File: config.mk
export PLATFORM = sky130hd
export DESIGN_NAME = pipeline_stall_ctrl
export DESIGN_NICKNAME = d
export VERILOG_FILES = /design/src/rtl/rv32i_types.sv /design/src/rtl/resp_tracker.sv /design/src/rtl/pipeline_stall_ctrl.sv
export SDC_FILE = /design/constraint.sdc
export NUM_CORES = 1
export LEC_CHECK = 0
export CORE_AREA = 3 3 40 42
export CTS_CLUSTER_DIAMETER = 50
export CTS_CLUSTER_SIZE = 28
export DETAILED_ROUTE_END_ITERATION = 8
export DIE_AREA = 0 0 43 45
export GPL_TIMING_DRIVEN = 0
export PLACE_DENSITY_LB_ADDON = 0.3
export SYNTH_ARGS = -nofsm -noshare
export SYNTH_HDL_FRONTEND = slang
export SYNTH_HIERARCHICAL = 1
export SYNTH_SLANG_ARGS = --single-unit
File: constraint.sdc
create_clock -name clk -period 2.7 [get_ports clk]
set_clock_uncertainty 0.15 [all_clocks]
set_input_delay 0.675 -clock clk [delete_from_list [all_inputs] [get_ports clk]]
set_output_delay 0.675 -clock clk [all_outputs]
set_load 0.01 [all_outputs]
File: src/rtl/rv32i_types.sv
// rtl/rv32i_types.sv - shared stall-controller state encoding and pipeline register indices
package rv32i_types;

  typedef enum logic [0:0] {
    RUN  = 1'b0,
    WAIT = 1'b1
  } pipe_ctrl_state_t;

  localparam int STG_PC  = 0;
  localparam int STG_ID  = 1;
  localparam int STG_EX  = 2;
  localparam int STG_MEM = 3;
  localparam int STG_WB  = 4;

endpackage

File: src/rtl/resp_tracker.sv
// rtl/resp_tracker.sv - per-cache wait term plus a flag remembering a response that landed during a freeze
module resp_tracker (
  input  logic clk,
  input  logic reset,
  input  logic req,
  input  logic resp,
  input  logic freeze,
  output logic pending,
  output logic done
);

  assign pending = req & ~resp & ~done;

  // The request stays asserted while frozen, so the flag stands in for the consumed response.
  always_ff @(posedge clk) begin
    if (reset) begin
      done <= 1'b0;
    end else if (!freeze) begin
      done <= 1'b0;
    end else if (req && resp) begin
      done <= 1'b1;
    end
  end

endmodule

File: src/rtl/pipeline_stall_ctrl.sv
// rtl/pipeline_stall_ctrl.sv - stall/flush/load control for a 5-register in-order pipeline
// Optional perf counters: PIPE_CTRL_PERF_EN
module pipeline_stall_ctrl
  import rv32i_types::*;
#(
  parameter int NUM_STAGES  = 5,
  parameter int FLUSH_DEPTH = 2,
  parameter int CNT_W       = 32
) (
  input  logic                  clk,
  input  logic                  reset,
  input  logic                  read_a,
  input  logic                  resp_a,
  input  logic                  read_b,
  input  logic                  write_b,
  input  logic                  resp_b,
  input  logic                  redirect,
  input  logic                  load_use,
  output logic [NUM_STAGES-1:0] load,
  output logic [NUM_STAGES-1:0] flush,
  output logic                  stall,
  output logic                  ir_capture,
  output logic                  ir_sel
`ifdef PIPE_CTRL_PERF_EN
  ,
  output logic [CNT_W-1:0]      stall_cycles,
  output logic [CNT_W-1:0]      flush_events
`endif
);

  if (NUM_STAGES <= STG_EX || CNT_W < 1) begin : g_bad_params
    $error("pipeline_stall_ctrl: NUM_STAGES must exceed STG_EX and CNT_W must be positive");
  end

  pipe_ctrl_state_t state;
  logic i_wait, d_wait, i_done, d_done;

  resp_tracker u_i_track (
    .clk(clk), .reset(reset), .req(read_a), .resp(resp_a),
    .freeze(stall), .pending(i_wait), .done(i_done)
  );

  resp_tracker u_d_track (
    .clk(clk), .reset(reset), .req(read_b | write_b), .resp(resp_b),
    .freeze(stall), .pending(d_wait), .done(d_done)
  );

  assign stall      = ~reset & (i_wait | d_wait);
  assign ir_capture = stall & read_a & resp_a & ~i_done;
  assign ir_sel     = ~reset & i_done;

  always_comb begin
    load  = '0;
    flush = '0;
    if (reset) begin
      flush = '1;
    end else if (!stall) begin
      load = '1;
      // Redirect wins: the load-use dependent sits on the wrong path anyway.
      if (redirect) begin
        for (int k = 1; k < NUM_STAGES; k++) begin
          if (k <= FLUSH_DEPTH) flush[k] = 1'b1;
        end
      end else if (load_use) begin
        load[STG_PC]  = 1'b0;
        load[STG_ID]  = 1'b0;
        flush[STG_EX] = 1'b1;
      end
    end
  end

  always_ff @(posedge clk) begin
    if (reset) state <= RUN;
    else       state <= stall ? WAIT : RUN;
  end

  flags_only_in_wait: assert property (@(posedge clk) disable iff (reset)
    (i_done | d_done) |-> (state == WAIT));

`ifdef PIPE_CTRL_PERF_EN
  always_ff @(posedge clk) begin
    if (reset) begin
      stall_cycles <= '0;
      flush_events <= '0;
    end else begin
      if (stall && stall_cycles != '1) stall_cycles <= stall_cycles + 1'b1;
      if (!stall && redirect && flush_events != '1) flush_events <= flush_events + 1'b1;
    end
  end
`endif

endmodule
==> results.cfg, run 1 <==
[status]
status = finished, final reports clean

[worst_setup_path]
r2r-start = u_i_track/done$_SDFFE_PP0P_
crit_slowest_cell = or2_4
worst_setup_path_start_kind = primary input
cpPeakStageDelay_ns = 0.24
crit_type = in -> out
cp.arrival_ns = 1.81
path_cells = clkdlybuf4s15_1, or2_4, nor3b_4, nor3_2, buf_4, buf_4, clkdlybuf4s15_1
critPathCaptureType = output pin
ff2ff_setup_slack_ns = 1.46
r2r_end = u_i_track/done$_SDFFE_PP0P_
r2r_cells = 4
required_ns = 1.88
worstPathMaxFanout = 3

[route]
ant_nets = 0
firstDrtPassIters = 2
vias = 258
drt-total-wl_um = 614
routedWlPerCell_um = 9.16
vias_per_cell = 3.85
drt-initial-drc-count = 1
drc = 0

[global_route]
grt_pass1_vias = 268
grt_usage_pct = 7.81
antenna_found_initial = 0
overflow = 0
grt_pass1_wl_mm = 1.12
grt_max_degree = 12

[placement]
io_buffers = 21
postPlaceCellArea_sq_um = 445
hpwl_um = 463
place_congestion = 0.674

[synthesis]
synth_xor_area_share_pct = 0
synth_area_leaders = buf_4 21%, dfxtp_1 19%, nor3b_2 12%
synth_top_family_by_area = simple AND/OR/NAND/NOR gates
synth_top_area_share_pct = 21.2
synth.distinct_cells = 15
ys_warn_count = 6
syn_inst = 26
netlist_area_sq_um = 213
synthMuxAreaShare_pct = 0
syn_nets = 35
synth-compound-area-share_pct = 16.5
synth-simple-area-share_pct = 41.8
synth.avg_cell_area_sq_um = 8.18
synthAdderAreaFrac_pct = 0
ys_seq_elements = 2
synth.largest_area_cell = buf_4
yosysSeqAreaShare_pct = 18.8

[flow_run]
drv_cap = 0

[cells_and_area]
syn2layout_area_growth_pct = 136
final_area_sq_um = 503
diodes = 0
n_fill_cell = 142
final_nets = 63
drive_gt1_share_pct = 53.8

[power_and_ir_drop]
power.density_nw_per_um2 = 326
irDropWorstVdd_v = 0.000129
finalPower_mw = 0.164
p_leak_nw = 0.237

[cts]
clock-sinks = 2
h-tree-depth = 1
cts_max_path_buffers = 2
cts_tree = built
cts_root_buf = clkbuf_4
numCtsBuffers = 3
clk_pin_slew_ns = 0.03
worstSkewPairLatency_ns = 0.22

[hold_path]
min_from = u_d_track/done$_SDFFE_PP0P_
hold_path_depth = 2
worstHoldEndpoint = u_d_track/done$_SDFFE_PP0P_
hold_path_class = reg -> reg

[floorplanning]
dieWidth_um = 43
die_area_sq_um = 1940
die_y_um = 45
rows = 13
io_pins = 22
core_area_sq_um = 1280
start_util_pct = 16.6

[sta]
min_period_ns = 2.64
finalHoldViolCount = 0
finalSetupViolCount = 0
fmax_mhz = 379
max-slew-margin-rel_pct = 83.5
rsz0062_at_grt = no
timing.final.crit_share_pct = 97.6
tightest_slew_ns = 0.247
fin_tns_setup_ns = 0
hold_slack_ns = 0.431
report.final.slew_viol_count = 0
## per-layer routing
layer / vias up / share of wire (%) / track usage, %
met5: - / 0 / 0
met4: 0 / 0 / 7.23
met3: 0 / 14 / 1.59
met2: 17 / 40 / 10.5
met1: 106 / 46 / 10.3
li1: 135 / - / -
## critical path: cells and delay by family
| kind | cells | cell delay (ns) |
|---|---|---|
| buffers and inverters | 4 | 0.61 |
| and+or+nand+nor | 3 | 0.52 |
## sequential cells by signal, summed over array words and instances, names as in the netlist
name and count:
u_d_track/done 1, u_i_track/done 1
## synth_stat cells
cell      n
a21boi_1  1
a21o_2    2
a21oi_1   2
and2b_2   1
buf_4     6
dfxtp_1   2
inv_1     1
nand2_1   1
nor2_1    2
nor3_2    1
nor3b_1   2
nor3b_2   2
nor4_1    1
or2_0     1
or2_2     1
## how the worst max path moves through the flow
stage	startpoint	end	slack, ns	depth (start not counted)
global route	write_b	load[3]	0.003	7
CTS	read_b	flush[1]	0.003	6
detailed placement	write_b	load[1]	-0.77	7
global placement	write_b	load[1]	-0.76	7
finish	write_b	load[3]	0.06	7
floorplan	write_b	load[1]	0.04	5
## cell families after synthesis
kind of cell / count (synthesis)
AND/OR/NAND/NOR: 12
flip-flops: 2
AO/OA/AOI/OAI: 5
buffers and inverters: 7
## stage by stage
stage	setup WS (ns)	util (%)	cells
floorplan	0.0359	-	26
global placement	-0.759	34.7	62
detailed placement	-0.773	34.7	62
CTS	0.00322	37.7	66
global route	0.00318	39.1	67
finish	0.0637	39.1	67
## area by class of cell
cell class,instances,area (sq um),area share (%)
clock buffers,3,22.5,4.48
inverters,1,3.75,0.746
multi-input cells,17,166,33.1
repair buffers,23,206,41.0
flip-flops and latches,2,40.0,7.96
plain buffers,6,45.0,8.96
well taps,15,18.8,3.73
## placed cells by master, fill, tap and decap left out
cell / n
clkdlybuf4s15_2: 1
nor2_4: 1
nor3b_2: 2
dlygate4sd2_1: 7
nand2_1: 1
dfxtp_1: 2
nor3b_4: 2
inv_1: 1
a21oi_1: 2
buf_6: 1
clkbuf_2: 1
clkdlybuf4s15_1: 3
clkbuf_4: 3
and2b_2: 1
buf_4: 8
dlymetal6s2s_1: 1
a21boi_2: 1
or2_0: 1
a21o_2: 2
buf_2: 2
nor3_2: 1
clkdlybuf4s50_1: 5
or2_4: 1
nor2_1: 1
nor4_2: 1
## report_power, final
part	internal [mW]	switching, mW	leakage, nW	total (mW)
clock	0.0490	0.0162	0.0138	0.0651
sequential	0.0306	0.000998	0.0162	0.0316
combinational	0.0403	0.0271	0.207	0.0674
total	0.120	0.0443	0.237	0.164
## timing repair
action | 4_1_cts | 5_1_grt
endpoints found under the setup margin | 13 | 7
resized for setup | 36 | 6
pin swaps | 6 | 1
hold buffers | 0 | 0
setup buffers | 1 | 1
No activity file was read; power rests on OpenSTA's default activity.
==> inputs of run 2 (changes only) <==
Settings changed: CAP_MARGIN set to 20.
==> results of run 2 <==
Same layout as run 1: the final DEF is identical, and so are final timing and power.
